[config.mk]
export PLATFORM = sky130hd
export DESIGN_NAME = legv8_instr_encoder
export DESIGN_NICKNAME = d
export VERILOG_FILES = /design/src/rtl/legv8_instr_encoder.sv
export SDC_FILE = /design/constraint.sdc
export NUM_CORES = 1
export LEC_CHECK = 0
export BUFFER_PORTS_ARGS = -buffer_cell sky130_fd_sc_hd__buf_2
export CELL_PAD_IN_SITES_DETAIL_PLACEMENT = 0
export CELL_PAD_IN_SITES_GLOBAL_PLACEMENT = 1
export CORE_ASPECT_RATIO = 1.5
export CORE_MARGIN = 4
export CORE_UTILIZATION = 25
export DETAILED_ROUTE_END_ITERATION = 12
export PLACE_DENSITY_LB_ADDON = 0.05
export SLEW_MARGIN = 20
export SYNTH_ARGS = -nofsm -noshare
export SYNTH_HDL_FRONTEND = slang
export SYNTH_SLANG_ARGS = --single-unit
[constraint.sdc]
create_clock -name clk -period 2.7 [get_ports clk]
set_input_delay 0 -clock clk [delete_from_list [all_inputs] [get_ports clk]]
set_output_delay 0 -clock clk [all_outputs]
set_load 0.02 [all_outputs]
[src/rtl/legv8_instr_encoder.sv]
// Program loader: packs symbolic LEGv8 instructions into 32-bit words and writes them
// to instruction memory at consecutive addresses over a req/ack port.
module legv8_instr_encoder #(
    parameter int unsigned ADDR_W    = 64,
    parameter int unsigned ADDR_STEP = 4,
    parameter int unsigned CNT_W     = 16
) (
    input  logic              clk,
    input  logic              reset_n,
    input  logic              start,
    input  logic              abort,
    input  logic [ADDR_W-1:0] base_addr,
    input  logic [CNT_W-1:0]  count,
    input  logic              in_valid,
    output logic              in_ready,
    input  logic [3:0]        op,
    input  logic [4:0]        rd,
    input  logic [4:0]        rn,
    input  logic [4:0]        rm,
    input  logic [25:0]       imm,
    output logic              mem_we,
    input  logic              mem_ack,
    output logic [ADDR_W-1:0] mem_addr,
    output logic [31:0]       mem_wdata,
    output logic              busy,
    output logic              done,
    output logic              err,
    output logic [CNT_W-1:0]  written
);

    localparam int unsigned WORD_W = 32;

    typedef enum logic [1:0] {
        ST_IDLE  = 2'd0,
        ST_ARMED = 2'd1,
        ST_WRITE = 2'd2,
        ST_DONE  = 2'd3
    } state_t;

    state_t state_q, state_d;

    logic              in_ready_q, in_ready_d;
    logic              mem_we_q, mem_we_d;
    logic [ADDR_W-1:0] mem_addr_q, mem_addr_d;
    logic [WORD_W-1:0] mem_wdata_q, mem_wdata_d;
    logic              busy_q, busy_d;
    logic              done_q, done_d;
    logic              err_q, err_d;
    logic [CNT_W-1:0]  written_q, written_d;
    logic [CNT_W-1:0]  remaining_q, remaining_d;

    logic              legal_c;
    logic [WORD_W-1:0] enc_word_c;
    logic              accept_c;
    logic              write_done_c;

    // Returns {legal, word}; unknown opcodes come back with legal = 0.
    function automatic logic [WORD_W:0] encode(input logic [3:0] o, input logic [4:0] d,
                                               input logic [4:0] n, input logic [4:0] m,
                                               input logic [25:0] im);
        logic [WORD_W:0] r;
        r = '0;
        case (o)
            4'd0:    r = {1'b1, 10'b1001000100, im[11:0], n, d};
            4'd1:    r = {1'b1, 11'b10101011000, m, 6'h00, n, d};
            4'd2:    r = {1'b1, 6'b000101, im[25:0]};
            4'd3:    r = {1'b1, 8'b01010100, im[18:0], 5'b01011};
            4'd4:    r = {1'b1, 8'b10110100, im[18:0], d};
            4'd5:    r = {1'b1, 11'b11111000010, im[8:0], 2'b00, n, d};
            4'd6:    r = {1'b1, 11'b11010011011, 5'b00000, im[5:0], n, d};
            4'd7:    r = {1'b1, 11'b11010011010, 5'b00000, im[5:0], n, d};
            4'd8:    r = {1'b1, 11'b10011011000, m, 6'h1F, n, d};
            4'd9:    r = {1'b1, 11'b11111000000, im[8:0], 2'b00, n, d};
            4'd10:   r = {1'b1, 11'b11101011000, m, 6'h00, n, d};
            default: r = '0;
        endcase
        return r;
    endfunction

    assign {legal_c, enc_word_c} = encode(op, rd, rn, rm, imm);
    assign accept_c     = (state_q == ST_ARMED) && in_valid && in_ready_q;
    assign write_done_c = (state_q == ST_WRITE) && mem_we_q && mem_ack;

    // State register
    always_ff @(posedge clk or negedge reset_n) begin
        if (!reset_n) begin
            state_q <= ST_IDLE;
        end else begin
            state_q <= state_d;
        end
    end

    // Next-state logic; abort overrides every transition
    always_comb begin
        state_d = state_q;
        if (abort) begin
            state_d = ST_IDLE;
        end else begin
            case (state_q)
                ST_IDLE:  if (start) state_d = (count == '0) ? ST_DONE : ST_ARMED;
                ST_ARMED: if (accept_c && legal_c) state_d = ST_WRITE;
                ST_WRITE: if (write_done_c)
                              state_d = (remaining_q == CNT_W'(1)) ? ST_DONE : ST_ARMED;
                ST_DONE:  state_d = ST_IDLE;
                default:  state_d = ST_IDLE;
            endcase
        end
    end

    // Output and datapath next values; flags are decoded from the next state so they register in step
    always_comb begin
        in_ready_d  = (state_d == ST_ARMED);
        mem_we_d    = (state_d == ST_WRITE);
        busy_d      = (state_d == ST_ARMED) || (state_d == ST_WRITE);
        done_d      = (state_d == ST_DONE);
        mem_addr_d  = mem_addr_q;
        mem_wdata_d = mem_wdata_q;
        err_d       = err_q;
        written_d   = written_q;
        remaining_d = remaining_q;
        if (!abort) begin
            case (state_q)
                ST_IDLE: begin
                    if (start) begin
                        mem_addr_d  = base_addr;
                        remaining_d = count;
                        written_d   = '0;
                        err_d       = 1'b0;
                    end
                end
                ST_ARMED: begin
                    if (accept_c) begin
                        if (legal_c) mem_wdata_d = enc_word_c;
                        else         err_d       = 1'b1;
                    end
                end
                ST_WRITE: begin
                    if (write_done_c) begin
                        mem_addr_d  = mem_addr_q + ADDR_W'(ADDR_STEP);
                        written_d   = written_q + CNT_W'(1);
                        remaining_d = remaining_q - CNT_W'(1);
                    end
                end
                default: ;
            endcase
        end
    end

    // Output and datapath registers
    always_ff @(posedge clk or negedge reset_n) begin
        if (!reset_n) begin
            in_ready_q  <= 1'b0;
            mem_we_q    <= 1'b0;
            mem_addr_q  <= '0;
            mem_wdata_q <= '0;
            busy_q      <= 1'b0;
            done_q      <= 1'b0;
            err_q       <= 1'b0;
            written_q   <= '0;
            remaining_q <= '0;
        end else begin
            in_ready_q  <= in_ready_d;
            mem_we_q    <= mem_we_d;
            mem_addr_q  <= mem_addr_d;
            mem_wdata_q <= mem_wdata_d;
            busy_q      <= busy_d;
            done_q      <= done_d;
            err_q       <= err_d;
            written_q   <= written_d;
            remaining_q <= remaining_d;
        end
    end

    assign in_ready  = in_ready_q;
    assign mem_we    = mem_we_q;
    assign mem_addr  = mem_addr_q;
    assign mem_wdata = mem_wdata_q;
    assign busy      = busy_q;
    assign done      = done_q;
    assign err       = err_q;
    assign written   = written_q;

endmodule

=== Yosys cells after proc, flatten, opt, wreduce, memory -nomap -nowiden ===
Index checks and enable logic that the tools add are counted.

* Add/sub/neg operators: 3
* Equal/unequal tests: 21
* Muxes and demuxes: 21
* Bitwise gates (word level): 1
* Reductions and logical operators: 14

{| class="wikitable"
|+ Operator list
! cell !! number
|-
| one-hot mux 33 bit (11 select lines) || 1
|-
| 2-to-1 mux 64 bit || 2
|-
| one-hot mux 64 bit (2 select lines) || 1
|-
| adder 64 x 3 -> 64 bit (second input constant) || 1
|-
| 2-to-1 mux 16 bit || 4
|-
| one-hot mux 16 bit (2 select lines) || 2
|-
| adder 16 x 1 -> 16 bit (second input constant) || 1
|-
| equality test 16 x 1 -> 1 bit (second input constant) || 1
|-
| equality test 4 x 3 -> 1 bit (second input constant) || 4
|-
| zero test 16 bit || 1
|-
| subtractor 16 x 1 -> 16 bit (second input constant) || 1
|-
| equality test 4 bit (second input constant) || 3
|-
| 2-to-1 mux 2 bit || 6
|-
| equality test 2 bit (second input constant) || 4
|-
| equality test 4 x 2 -> 1 bit (second input constant) || 2
|-
| inequality test 2 bit (second input constant) || 4
|-
| one-hot mux 2 bit (4 select lines) || 1
|-
| AND reduction 4 bit || 2
|-
| logical AND 1 bit || 5
|-
| AND reduction 5 bit || 1
|-
| equality test 2 x 1 -> 1 bit (second input constant) || 2
|-
| equality test 4 x 1 -> 1 bit (second input constant) || 1
|-
| zero test 4 bit || 1
|-
| nonzero test 2 bit || 2
|-
| other kinds (5) || 7
|}

* Flip-flop bits (word level): 135
* Bits of input ports: 131
* Output and inout port bits: 117
* Logic and storage cells: 70

=== Depth between registers and ports, before layout ===
* Word-level depth: 9
* Gate-level depth with buffers: 9
* Depth with buffers taken out: 7

=== Worst setup path before layout ===
Ideal clock, no wire load.

* Path type: register to register
* Start: reg mem_addr_q[26], in the netlist mem_addr[26]
* End: reg mem_addr_q[50], in the netlist mem_addr[50]
* Library setup time: 120 ps
* Data arrival time: 2,687 ps
* Required time: 2,580 ps
* Path slack: -108 ps
* Stages on the path, launching flop included: 8
* Path buffers: 2
* Period minus slack after synthesis: 2,808 ps
* Cells stage by stage: dfrtp_1 -> buf_2 -> nand4_1 -> or4_4 -> or4_1 -> buf_2 -> or4_1 -> o211a_1

* Cells in the longest elaborated chain, start to end: 3

{| class="wikitable"
|+ Ends and longest elaborated chain
! item !! line !! RTL
|-
| start, declared || 44 || <nowiki>logic [ADDR_W-1:0] mem_addr_q, mem_addr_d;</nowiki>
|-
| start signal, assigned || 164 || <nowiki>mem_addr_q <= mem_addr_d;</nowiki>
|-
| adder 64 x 3 -> 64 bit || 139 || <nowiki>mem_addr_d = mem_addr_q + ADDR_W'(ADDR_STEP);</nowiki>
|-
| 2-to-1 mux 64 bit || 138 || <nowiki>if (write_done_c) begin</nowiki>
|-
| one-hot mux 64 bit (2 select lines) || 122 || <nowiki>case (state_q)</nowiki>
|}

Every way passes these cells. The select of a mux whose other input is x is not followed.
A chain may end at the register's enable or synchronous reset.

=== Worst setup path in the final report ===
* Start: reg mem_addr_q[2], in the netlist mem_addr[2]
* End: reg mem_addr_q[50], in the netlist mem_addr[50]

The elaborated chain is that of the path after synthesis.

==> results.cfg <==
[global_routing]
antenna_found_initial = 0
grt_max_degree = 61
grt_util_all_layers = 0.219
grt_pass1_vias = 10200
overflow = 0
grt_first_pass_wirelength_um = 61400

[critical_path]
slowest_stage = or4_1
crit_fanout = 5
startpoint = mem_addr[2]
cp_common_cell = or4_1
startpoint_type = register
worst_setup_path_end_kind = register
path_cells = ha_1 -> nand3_1 -> or4_1 -> or4_4 -> or4_1 -> o211a_1
critPathBufInv = 0
r2r_end = mem_addr[50]
cp_num_cells = 6
reg2reg_depth = 6
cp_top_family = simple AND/OR/NAND/NOR gates
setup.worst_path.class = reg2reg
cp.arrival_ps = 2930
cp_slowest_stage_delay_ps = 600
rrSetupSlack_ps = 100
worstReg2RegStart = mem_addr[2]
endpoint = mem_addr[50]
crit_required_ps = 3030

[synth]
synth_top_area_share = 0.399
synth.most_common_cell = dfrtp_1
synth_seq_cells = 135
syn_inst = 1031
synth_commonest_cells = 135 x dfrtp_1, 127 x nor2_1, 92 x a21oi_1
synth_cell_types = 68
syn_area_um2 = 8470
async_flop_share = 1.00
ys_top_cells_by_area = dfrtp_1 40%, nor2_1 5.6%, a21oi_1 5.4%, nand4_1 3.9%, o21ai_0 3.3%
syn_area_per_cell_um2 = 8.22
synth_edf_count = 0
yosys_warnings = 0
yosysSeqAreaShare = 0.399
synth_ff_type = dfrtp_1
synth_nets = 1169
synth_top_area_cell = dfrtp_1

[floorplanning]
fp-row-count = 82
die_h_um = 233
coreArea_um2 = 33400
io_pins = 248
die_area_um2 = 37000
start_util = 0.253
fp.dieW_um = 158

[cells_and_area]
antenna_cells = 0
seqCellArea_um2 = 3390
multi_input_area_um2 = 4780
final_cells = 1870
drive_gt1_frac = 0.283
final_nets = 1575
synthToLayoutAreaGrowth_pct = 49.0
fillers = 3529
finalInstanceArea_um2 = 12600

[sta]
rsz0062_at_grt = false
final-setup-viol-count = 0
skew_ps = 11.6
relSlewSlack = 0.483
setup_tns_ps = 0
hold_viol = 0
fmax_ghz = 0.384
fin_crit_ps = 2600
worst_pin_slew_ps = 773
maxSlewViolCount = 0
finalCritPeriodShare = 0.964

[pwr]
power_density_nw_per_um2 = 663
ir_drop_v = 0.000438
p_total_mw = 8.37
p_leak_nw = 5.34

[run]
cap_violations = 0

[detailed_routing]
avgViaCountPerCell = 5.35
first_iter_violations = 506
wl_um = 41000
post-route-drc-count = 0
antenna_left = 0
vias = 10000
firstDrtPassIters = 5
wl_per_cell_um = 21.9

[place]
io_buffers = 247
dp.cells = 1724
hpwlAfterDp_um = 30300
place_congestion = 0.849
place_area_um2 = 10800

[hold_path]
hold_path.class = in2reg

[clocking]
clock_latency_ps = 440
cts_max_path_buffers = 2
cts_tree = built
clk_pin_slew_ps = 60
cts_setup_buffers = 0
h-tree-depth = 4
cts_sinks = 135
cts_buffers = 17
cts_root_buffer = clkbuf_16

[run_status]
outcome = completed
## placed cells by master, fill, tap and decap left out, drive strengths merged, types with 6 or more instances in the layout
cell type and n:
a211oi 10, a21oi 92, a221oi 6, a222oi 7
a22oi 8, a2bb2oi 11, a31oi 8, and3 22
and4 11, buf 344, bufinv 6, clkbuf 17
clkinvlp 6, dfrtp 135, dlygate4sd3 114, ha 7
inv 24, mux2 6, mux2i 11, nand2 62
nand2b 8, nand3 44, nand4 54, nor2 127
nor2b 9, nor3 51, nor4 29, o21a 13
o21ai 56, o22ai 26, o2bb2ai 7, o32ai 8
or3 15, or4 9, xnor2 6
## state kept, by name, summed over array words and instances, names as in the netlist
signal	flops
busy	1
done	1
err	1
in_ready	1
mem_addr	64
mem_wdata	32
mem_we	1
remaining_q	16
state_q	2
written	16
## logic make-up (layout without fill, tap and decap cells)
group / Yosys count / count (layout) / synth area share
AOI/OAI and AO/OA: 308 / 308 / 0.239
xor gates and xnor gates: 10 / 10 / 0.0103
adders and majority gates: 8 / 8 / 0.0115
buffers and inverters: 94 / 513 / 0.0419
DFF: 135 / 135 / 0.399
muxes: 17 / 17 / 0.0210
and+or+nand+nor: 459 / 459 / 0.278
## what timing repair did
action	CTS	global route
hold endpoints to repair	152	0
endpoints found under the setup margin	3	2
resized for setup	1	1
hold buffers	114	0
gates cloned	0	0
## through the flow
stage                     hold WS (ps)  utilization  worst slack [ps]
after global routing              26.6        0.378              11.0
after floorplan                   -296            -              6.14
after global placement            29.5        0.323              -130
after CTS                         9.62        0.377              25.6
final                             24.5        0.378              96.3
after detailed placement          31.9        0.323              -145
## layer usage
metal / global-route usage / routed length [um] / vias to the layer above / share of wire
li1: - / - / 4751 / -
met1: 0.249 / 16000 / 4835 / 0.39
met2: 0.394 / 21400 / 325 / 0.52
met3: 0.0374 / 1850 / 91 / 0.045
met4: 0.0990 / 1800 / 0 / 0.044
met5: 0 / 0 / - / 0
## worst min-delay path by stage
| stage | endpoint | startpoint | cells after the start |
|---|---|---|---|
| 2_1_floorplan | busy | reset_n | 0 |
| 3_3_place_gp | written[10] | reset_n | 1 |
| 3_5_place_dp | written[10] | reset_n | 1 |
| 4_1_cts | mem_wdata[13] | imm[8] | 3 |
| 5_1_grt | mem_wdata[13] | imm[8] | 3 |
| 6_report | err | in_valid | 4 |
## power breakdown
group	leakage [nW]	total (mW)	internal [mW]	switching [mW]
combinational	3.43	2.79	1.10	1.69
clock	0.308	2.77	1.74	1.03
sequential	1.59	2.81	2.44	0.367
total	5.34	8.37	5.28	3.09
## tightest hold or removal path, cell delays in order
cell	delay [ps]
buf_2	80
and3_1	160
a31oi_1	90
nor2_1	90
## layout make-up
class / count / share of cell area
Multi-Input combinational cell: 802 / 0.379
Sequential cell: 135 / 0.269
Timing Repair Buffer: 458 / 0.250
Tap cell: 420 / 0.0416
Clock buffer: 17 / 0.0337
Clock inverter: 15 / 0.0199
Inverter: 23 / 0.00684
Power figures use the tool's default switching activity.
